**config.mk**
```make
export PLATFORM = sky130hd
export DESIGN_NAME = csr_trap_sequencer
export DESIGN_NICKNAME = d
export VERILOG_FILES = /design/src/rtl/csr_trap_sequencer.sv
export SDC_FILE = /design/constraint.sdc
export NUM_CORES = 1
export LEC_CHECK = 0
export CAP_MARGIN = 20
export CORE_ASPECT_RATIO = 1.75
export CORE_MARGIN = 10
export CORE_UTILIZATION = 43
export CTS_CLUSTER_SIZE = 20
export DETAILED_ROUTE_END_ITERATION = 16
export PLACE_DENSITY = 0.87
export RECOVER_POWER = 25
export SYNTH_ARGS = -nofsm -noshare
export SYNTH_HDL_FRONTEND = slang
export SYNTH_SLANG_ARGS = --single-unit
export TNS_END_PERCENT = 50
```
**constraint.sdc**
```tcl
create_clock -name clk -period 3.6 [get_ports clk]
set_input_delay 0.72 -clock clk [delete_from_list [all_inputs] [get_ports clk]]
set_output_delay 0.72 -clock clk [all_outputs]
set_load 0.01 [all_outputs]
```
**src/rtl/csr_trap_sequencer.sv**
```systemverilog
// CSR port arbiter and trap/mret sequencer for the MEM stage.
// Build option: TRAP_VECTORED_EN enables mtvec vectored mode for interrupts.
module csr_trap_sequencer #(
  parameter logic [11:0] MSTATUS_ADDR = 12'h300,
  parameter logic [11:0] MTVEC_ADDR   = 12'h305,
  parameter logic [11:0] MEPC_ADDR    = 12'h341,
  parameter logic [11:0] MCAUSE_ADDR  = 12'h342
) (
  input  logic        clk,
  input  logic        rst,
  input  logic        trap_req,
  input  logic [31:0] trap_cause,
  input  logic [31:0] trap_epc,
  input  logic        mret_req,
  input  logic        csr_req,
  input  logic [11:0] csr_addr,
  input  logic [31:0] csr_src,
  input  logic [1:0]  csr_mode,
  output logic        csr_gnt,
  output logic [31:0] csr_rdata_out,
  output logic        cf_w,
  output logic [11:0] cf_raddr,
  output logic [11:0] cf_waddr,
  output logic [31:0] cf_wdata,
  output logic [1:0]  cf_wsc,
  input  logic [31:0] cf_rdata,
  input  logic [31:0] cf_mstatus,
  output logic        busy,
  output logic        flush_all,
  output logic        regwrite_cancel,
  output logic        redirect_valid,
  output logic [31:0] redirect_pc
);

  typedef enum logic [2:0] {
    IDLE, T_MSTATUS, T_MEPC, T_MCAUSE,
    T_REDIR, R_MSTATUS, R_REDIR
  } state_t;

  state_t      r_state;
  state_t      w_next;
  logic [31:0] r_epc;
  logic [31:0] r_cause;
  logic [31:0] r_target;
  logic [31:0] w_tvec_base;
  logic [31:0] w_trap_tgt;
  logic        w_acc_trap;

  assign w_acc_trap  = (r_state == IDLE) && trap_req;
  assign w_tvec_base = {cf_rdata[31:2], 2'b00};

`ifdef TRAP_VECTORED_EN
  assign w_trap_tgt = (cf_rdata[1:0] == 2'b01 && r_cause[31])
                    ? w_tvec_base + {r_cause[29:0], 2'b00}
                    : w_tvec_base;
`else
  assign w_trap_tgt = w_tvec_base;
`endif

  always_ff @(posedge clk) begin
    if (!rst) begin
      r_state  <= IDLE;
      r_epc    <= '0;
      r_cause  <= '0;
      r_target <= '0;
    end else begin
      r_state <= w_next;
      if (w_acc_trap) begin
        r_epc   <= trap_epc;
        r_cause <= trap_cause;
      end
      if (r_state == T_MCAUSE) r_target <= w_trap_tgt;
      if (r_state == R_MSTATUS) r_target <= cf_rdata;
    end
  end

  always_comb begin
    w_next          = r_state;
    csr_gnt         = 1'b0;
    csr_rdata_out   = '0;
    cf_w            = 1'b0;
    cf_raddr        = '0;
    cf_waddr        = '0;
    cf_wdata        = '0;
    cf_wsc          = 2'b00;
    busy            = 1'b0;
    flush_all       = 1'b0;
    regwrite_cancel = 1'b0;
    redirect_valid  = 1'b0;
    redirect_pc     = '0;
    if (rst) begin
      busy = (r_state != IDLE);
      unique case (r_state)
        IDLE: begin
          if (trap_req) begin
            flush_all       = 1'b1;
            regwrite_cancel = 1'b1;
            w_next          = T_MSTATUS;
          end else if (mret_req) begin
            flush_all = 1'b1;
            w_next    = R_MSTATUS;
          end else if (csr_req) begin
            csr_gnt       = 1'b1;
            cf_raddr      = csr_addr;
            csr_rdata_out = cf_rdata;
            cf_waddr      = csr_addr;
            cf_wdata      = csr_src;
            cf_wsc        = csr_mode;
            // set/clear with a zero operand must not write
            cf_w = !(csr_mode != 2'b01 && csr_src == '0);
          end
        end
        T_MSTATUS: begin
          cf_w        = 1'b1;
          cf_waddr    = MSTATUS_ADDR;
          cf_wsc      = 2'b01;
          cf_wdata    = cf_mstatus;
          cf_wdata[7] = cf_mstatus[3];
          cf_wdata[3] = 1'b0;
          w_next      = T_MEPC;
        end
        T_MEPC: begin
          cf_w     = 1'b1;
          cf_waddr = MEPC_ADDR;
          cf_wsc   = 2'b01;
          cf_wdata = r_epc;
          cf_raddr = MTVEC_ADDR;
          w_next   = T_MCAUSE;
        end
        T_MCAUSE: begin
          cf_w     = 1'b1;
          cf_waddr = MCAUSE_ADDR;
          cf_wsc   = 2'b01;
          cf_wdata = r_cause;
          cf_raddr = MTVEC_ADDR;
          w_next   = T_REDIR;
        end
        T_REDIR, R_REDIR: begin
          redirect_valid = 1'b1;
          redirect_pc    = r_target;
          w_next         = IDLE;
        end
        R_MSTATUS: begin
          cf_w        = 1'b1;
          cf_waddr    = MSTATUS_ADDR;
          cf_wsc      = 2'b01;
          cf_wdata    = cf_mstatus;
          cf_wdata[3] = cf_mstatus[7];
          cf_wdata[7] = 1'b1;
          cf_raddr    = MEPC_ADDR;
          w_next      = R_REDIR;
        end
        default: w_next = IDLE;
      endcase
    end
  end

endmodule

```
## Yosys cells after proc, flatten, opt, wreduce, memory -nomap -nowiden

Cells that the tools add are included.
Widths: inputs -> output; s select.

- Eq/ne operators: 8
- Multiplexer cells: 49
- Reduce and logical (&&, ||, !) cells: 11

Operators by type and width:

| operator | number |
|---|---|
| $mux 32 | 13 |
| $pmux 32 s5 | 1 |
| $mux 12 | 5 |
| $pmux 12 s4 | 1 |
| $pmux 12 s3 | 1 |
| $logic_not 32->1 | 1 |
| $mux 1 | 19 |
| $pmux 3 s5 | 1 |
| $eq 3x3->1 const B | 3 |
| $mux 2 | 4 |
| $eq 3x2->1 const B | 2 |
| $mux 3 | 2 |
| $reduce_or 2->1 | 3 |
| $pmux 2 s2 | 1 |
| $reduce_or 4->1 | 1 |
| $eq 3x1->1 const B | 1 |
| $logic_not 3->1 | 1 |
| $ne 3x3->1 const B | 1 |
| $reduce_bool 3->1 | 1 |
| $logic_and 1x1->1 | 2 |
| $ne 2x1->1 const B | 1 |
| $pmux 1 s2 | 1 |
| $reduce_bool 2->1 | 1 |
| $logic_not 1->1 | 1 |

- Register bits after elaboration: 99
- Output and inout bits: 128
- Logic and storage cells: 72

## Logic depth before layout (Yosys ltp)

- Depth after elaboration: 8
- Mapped depth: 6
- Gate-level depth less buffers: 3

## Least setup slack after synthesis

No wires, ideal clock.

- Path kind: input -> output
- Start: input csr_src[11]
- End: output cf_w
- Arrival time: 1771 ps
- Required time: 2880 ps
- Slack: 1109 ps
- Cell stages on the path: 3
- Path through: or4_1 > a2111oi_1 > a311oi_1

- Longest elaborated chain between the ends: 8

Ends and longest elaborated chain:

| element | line | source |
|---|---|---|
| from (decl) | 17 | `input logic [31:0] csr_src,` |
| $logic_not 32->1 | 110 | `cf_w = !(csr_mode != 2'b01 && csr_src == '0);` |
| $logic_and 1x1->1 | 110 |  |
| $logic_not 1->1 | 110 |  |
| $mux 1 | 102 | `end else if (csr_req) begin` |
| $mux 1 | 99 | `end else if (mret_req) begin` |
| $mux 1 | 95 | `if (trap_req) begin` |
| $pmux 1 s2 | 93 | `unique case (r_state)` |
| $mux 1 | 91 | `if (rst) begin` |
| to (decl) | 21 | `output logic cf_w,` |

No other way between the ends.

## Worst setup path after layout

- Start: input mret_req
- End: output cf_wdata[1]

- Longest elaborated chain between the ends: 4

Ends and longest elaborated chain:

| element | line | source |
|---|---|---|
| from (decl) | 14 | `input logic mret_req,` |
| $mux 32 | 99 |  |
| $mux 32 | 95 |  |
| $pmux 32 s5 | 93 |  |
| $mux 32 | 91 |  |
| to (decl) | 24 | `output logic [31:0] cf_wdata,` |

No other way between the ends.

==> impl_metrics.csv <==
group,metric,value,unit
yosys,ys_seq_area_share,35.0,%
sta,layout_min_cycle_time,3.52,ns
route,drc,0,
job,drv_cap,0,
power,leakage,3.28,nW
floorplanning,rows,55,
clock_tree,cts_setup_buffers,0,
yosys,synth_compound_area_share,24.4,%
setup_path,cpPeakStageDelay,0.57,ns
final_layout,multi_input_area,3320,um^2
floorplanning,die_w,107,um
place,hpwl,18300,um
yosys,syn_inst,772,
worst_hold_path,min-delay-start,"r_cause[27]",
clock_tree,clkSinkCount,99,
route,vias_per_cell,5.54,
setup_path,crit_fanout,26,
power,peakVddDrop,211,uV
clock_tree,h-tree-depth,3,
floorplanning,start_util,43.8,%
sta,post-route-period-util,97.9,%
sta,finalHoldViolCount,0,
yosys,synth_top_family_by_area,"simple AND/OR/NAND/NOR gates",
worst_hold_path,hold_class,"reg -> reg",
floorplanning,dieArea,18400,um^2
yosys,synthXorXnorAreaFrac,0.309,%
final_layout,fin_util,70.9,%
sta,setup_violations,0,
final_layout,fillCellCount,1084,
yosys,synth_warnings,0,
clock_tree,clkLatencyLatePin,0.34,ns
route,vias,6743,
final_layout,layout_common_cells,"clkdlybuf4s50_1, a21oi_1, nand2_1",
setup_path,required,2.88,ns
setup_path,cp.arrival,2.80,ns
route,dr.pass1.iters,5,
yosys,syn_nets,951,
grt,grt_pass1_vias,6616,
sta,rsz0062_at_grt,"no",
clock_tree,cts_tree,"yes",
setup_path,critPathBufInv,4,
place,gp_congestion,0.943,
sta,slew_viol_final,0,
yosys,synth-simple-area-share,32.9,%
setup_path,cp_cell_sequence,"clkdlybuf4s50_1 -> nor3b_4 -> buf_12 -> buf_12 -> a32oi_1 -> a21oi_1 -> clkdlybuf4s50_1",
setup_path,start_kind,"input port",
setup_path,rr_startpoint,"r_state[0]",
setup_path,end_kind,"output port",
final_layout,finalNetCount,1216,
yosys,async_flop_share,0,%
power,finalPower,3.07,mW
clock_tree,clockRootBuffer,"clkbuf_16",
yosys,netlist_area,5670,um^2
grt,grt_max_degree,68,
final_layout,final_layout_size_suffix_gt1_share,5.28,%
yosys,muxShareOfSynthArea,0.199,%
setup_path,path_delay_family,"buffers and inverters",
clock_tree,cts_buffer_depth,2,
sta,hold_slack,0.451,ns
grt,overflow,0,
floorplanning,io_pins,307,
grt,track_usage,24.8,%
yosys,synth_seq_cells,99,
yosys,synth.distinct_cells,39,
yosys,ys.flop_type,"dfxtp_1",
setup_path,path_class,"in -> out",
power,power.density,334,nW/um^2
final_layout,syn2layout_area_growth,61.7,%
setup_path,critPathSlowestCell,"clkdlybuf4s50_1",
sta,slew_headroom,2.07,%
route,drtIter0Drc,416,
route,routedWlPerCell,19.7,um
sta,setup_tns,0,ns
setup_path,crit_start,"mret_req",
grt,grt_pass1_wl,36300,um
clock_tree,clk_pin_slew_worst_paths,0.07,ns
clock_tree,cts_buffers,9,
final_layout,register_area,1990,um^2
sta,worst_pin_slew,1.47,ns
floorplanning,core_area,12900,um^2
clock_tree,cts_resized,0,
outcome,outcome,"finished clean",
clock_tree,cts_hold_buf,0,
place,port_buffers,306,
sta,fin_worst_skew,0.0101,ns
sta,fmax,284,MHz
grt,antenna_found_initial,3,
floorplanning,die_h,172,um
final_layout,final_common_cell,"clkdlybuf4s50_1",
yosys,postSynthAreaPerCell,7.34,um^2
route,postRouteAntennaNets,0,
route,routed_wl,24000,um
yosys,synth_edf_count,0,
yosys,synthAdderAreaFrac,0,%
## sequential cells by signal (all words and copies together), names as in the netlist
name	cells
r_state	3
r_target	32
r_cause	32
r_epc	32
## cells in the mapped netlist, types with 3 or more instances
master | instances | share of area (%)
inv_1 | 5 | 0.33
nor2_1 | 9 | 0.60
dfxtp_1 | 99 | 35
a32oi_1 | 34 | 5.3
nor2b_1 | 32 | 3.5
nand3_1 | 37 | 3.3
and3b_1 | 32 | 4.9
o21ai_0 | 62 | 5.5
buf_4 | 7 | 0.93
clkbuf_1 | 47 | 3.1
a31oi_1 | 3 | 0.33
nor4_1 | 4 | 0.44
buf_6 | 7 | 1.4
a21oi_1 | 135 | 12
and2_1 | 79 | 8.7
or4_1 | 4 | 0.53
nand2_1 | 132 | 8.7
buf_2 | 17 | 1.5
## cell families (layout without fill, tap and decap cells)
family	after synthesis	count (layout)
AOI/OAI and AO/OA	244	244
xor gates and xnor gates	2	2
buffers and inverters	83	353
DFF	99	99
muxes	1	1
other	0	4
and+or+nand+nor	343	343
## per-stage QoR
stage               instances  worst slack [ns]  area [um^2]
CTS                      1212            0.0715         9170
floorplan                 772              1.11         5670
global placement         1196            0.0855         8870
global route             1216           0.00363         9170
detailed placement       1196            0.0791         8870
finish                   1217            0.0770         9170
## per-layer routing
layer,vias up,GRT usage (%),wire (um)
met2,310,43.6,12500
met5,-,0,0
met3,52,5.81,1700
met1,3171,27.1,8790
li1,3210,-,-
met4,0,12.6,1010
## tightest hold or removal path: stages, from the launching register on
cell,delay (ns)
dfxtp_1,0.31
nand2_1,0.05
a21oi_1,0.05
## cell type report
class                           instances  area share, %
Clock buffer                           12           2.91
Sequential cell                        99           21.7
Tap cell                              171           2.33
Antenna cell                            4          0.109
Clock inverter                          4          0.355
Inverter                                5          0.218
Multi-Input combinational cell        590           36.2
Timing Repair Buffer                  332           36.2
## path summary, 6_finish.rpt
kind | endpoint | slack [ns] | depth (start not counted)
worst max-delay path | cf_wdata[1] | 0.08 | 7
worst min-delay path | r_cause[27] | 0.45 | 2
worst max register to register | r_epc[17] | 1.02 | 4
worst min register to register | r_cause[27] | 0.45 | 2
## power breakdown
| group | switching [mW] | internal [mW] | total [mW] |
|---|---|---|---|
| Sequential | 0.0568 | 1.17 | 1.23 |
| Clock | 0.431 | 0.530 | 0.960 |
| Combinational | 0.453 | 0.423 | 0.876 |
| Total | 0.941 | 2.13 | 3.07 |
Power figures use the tool's default switching activity.
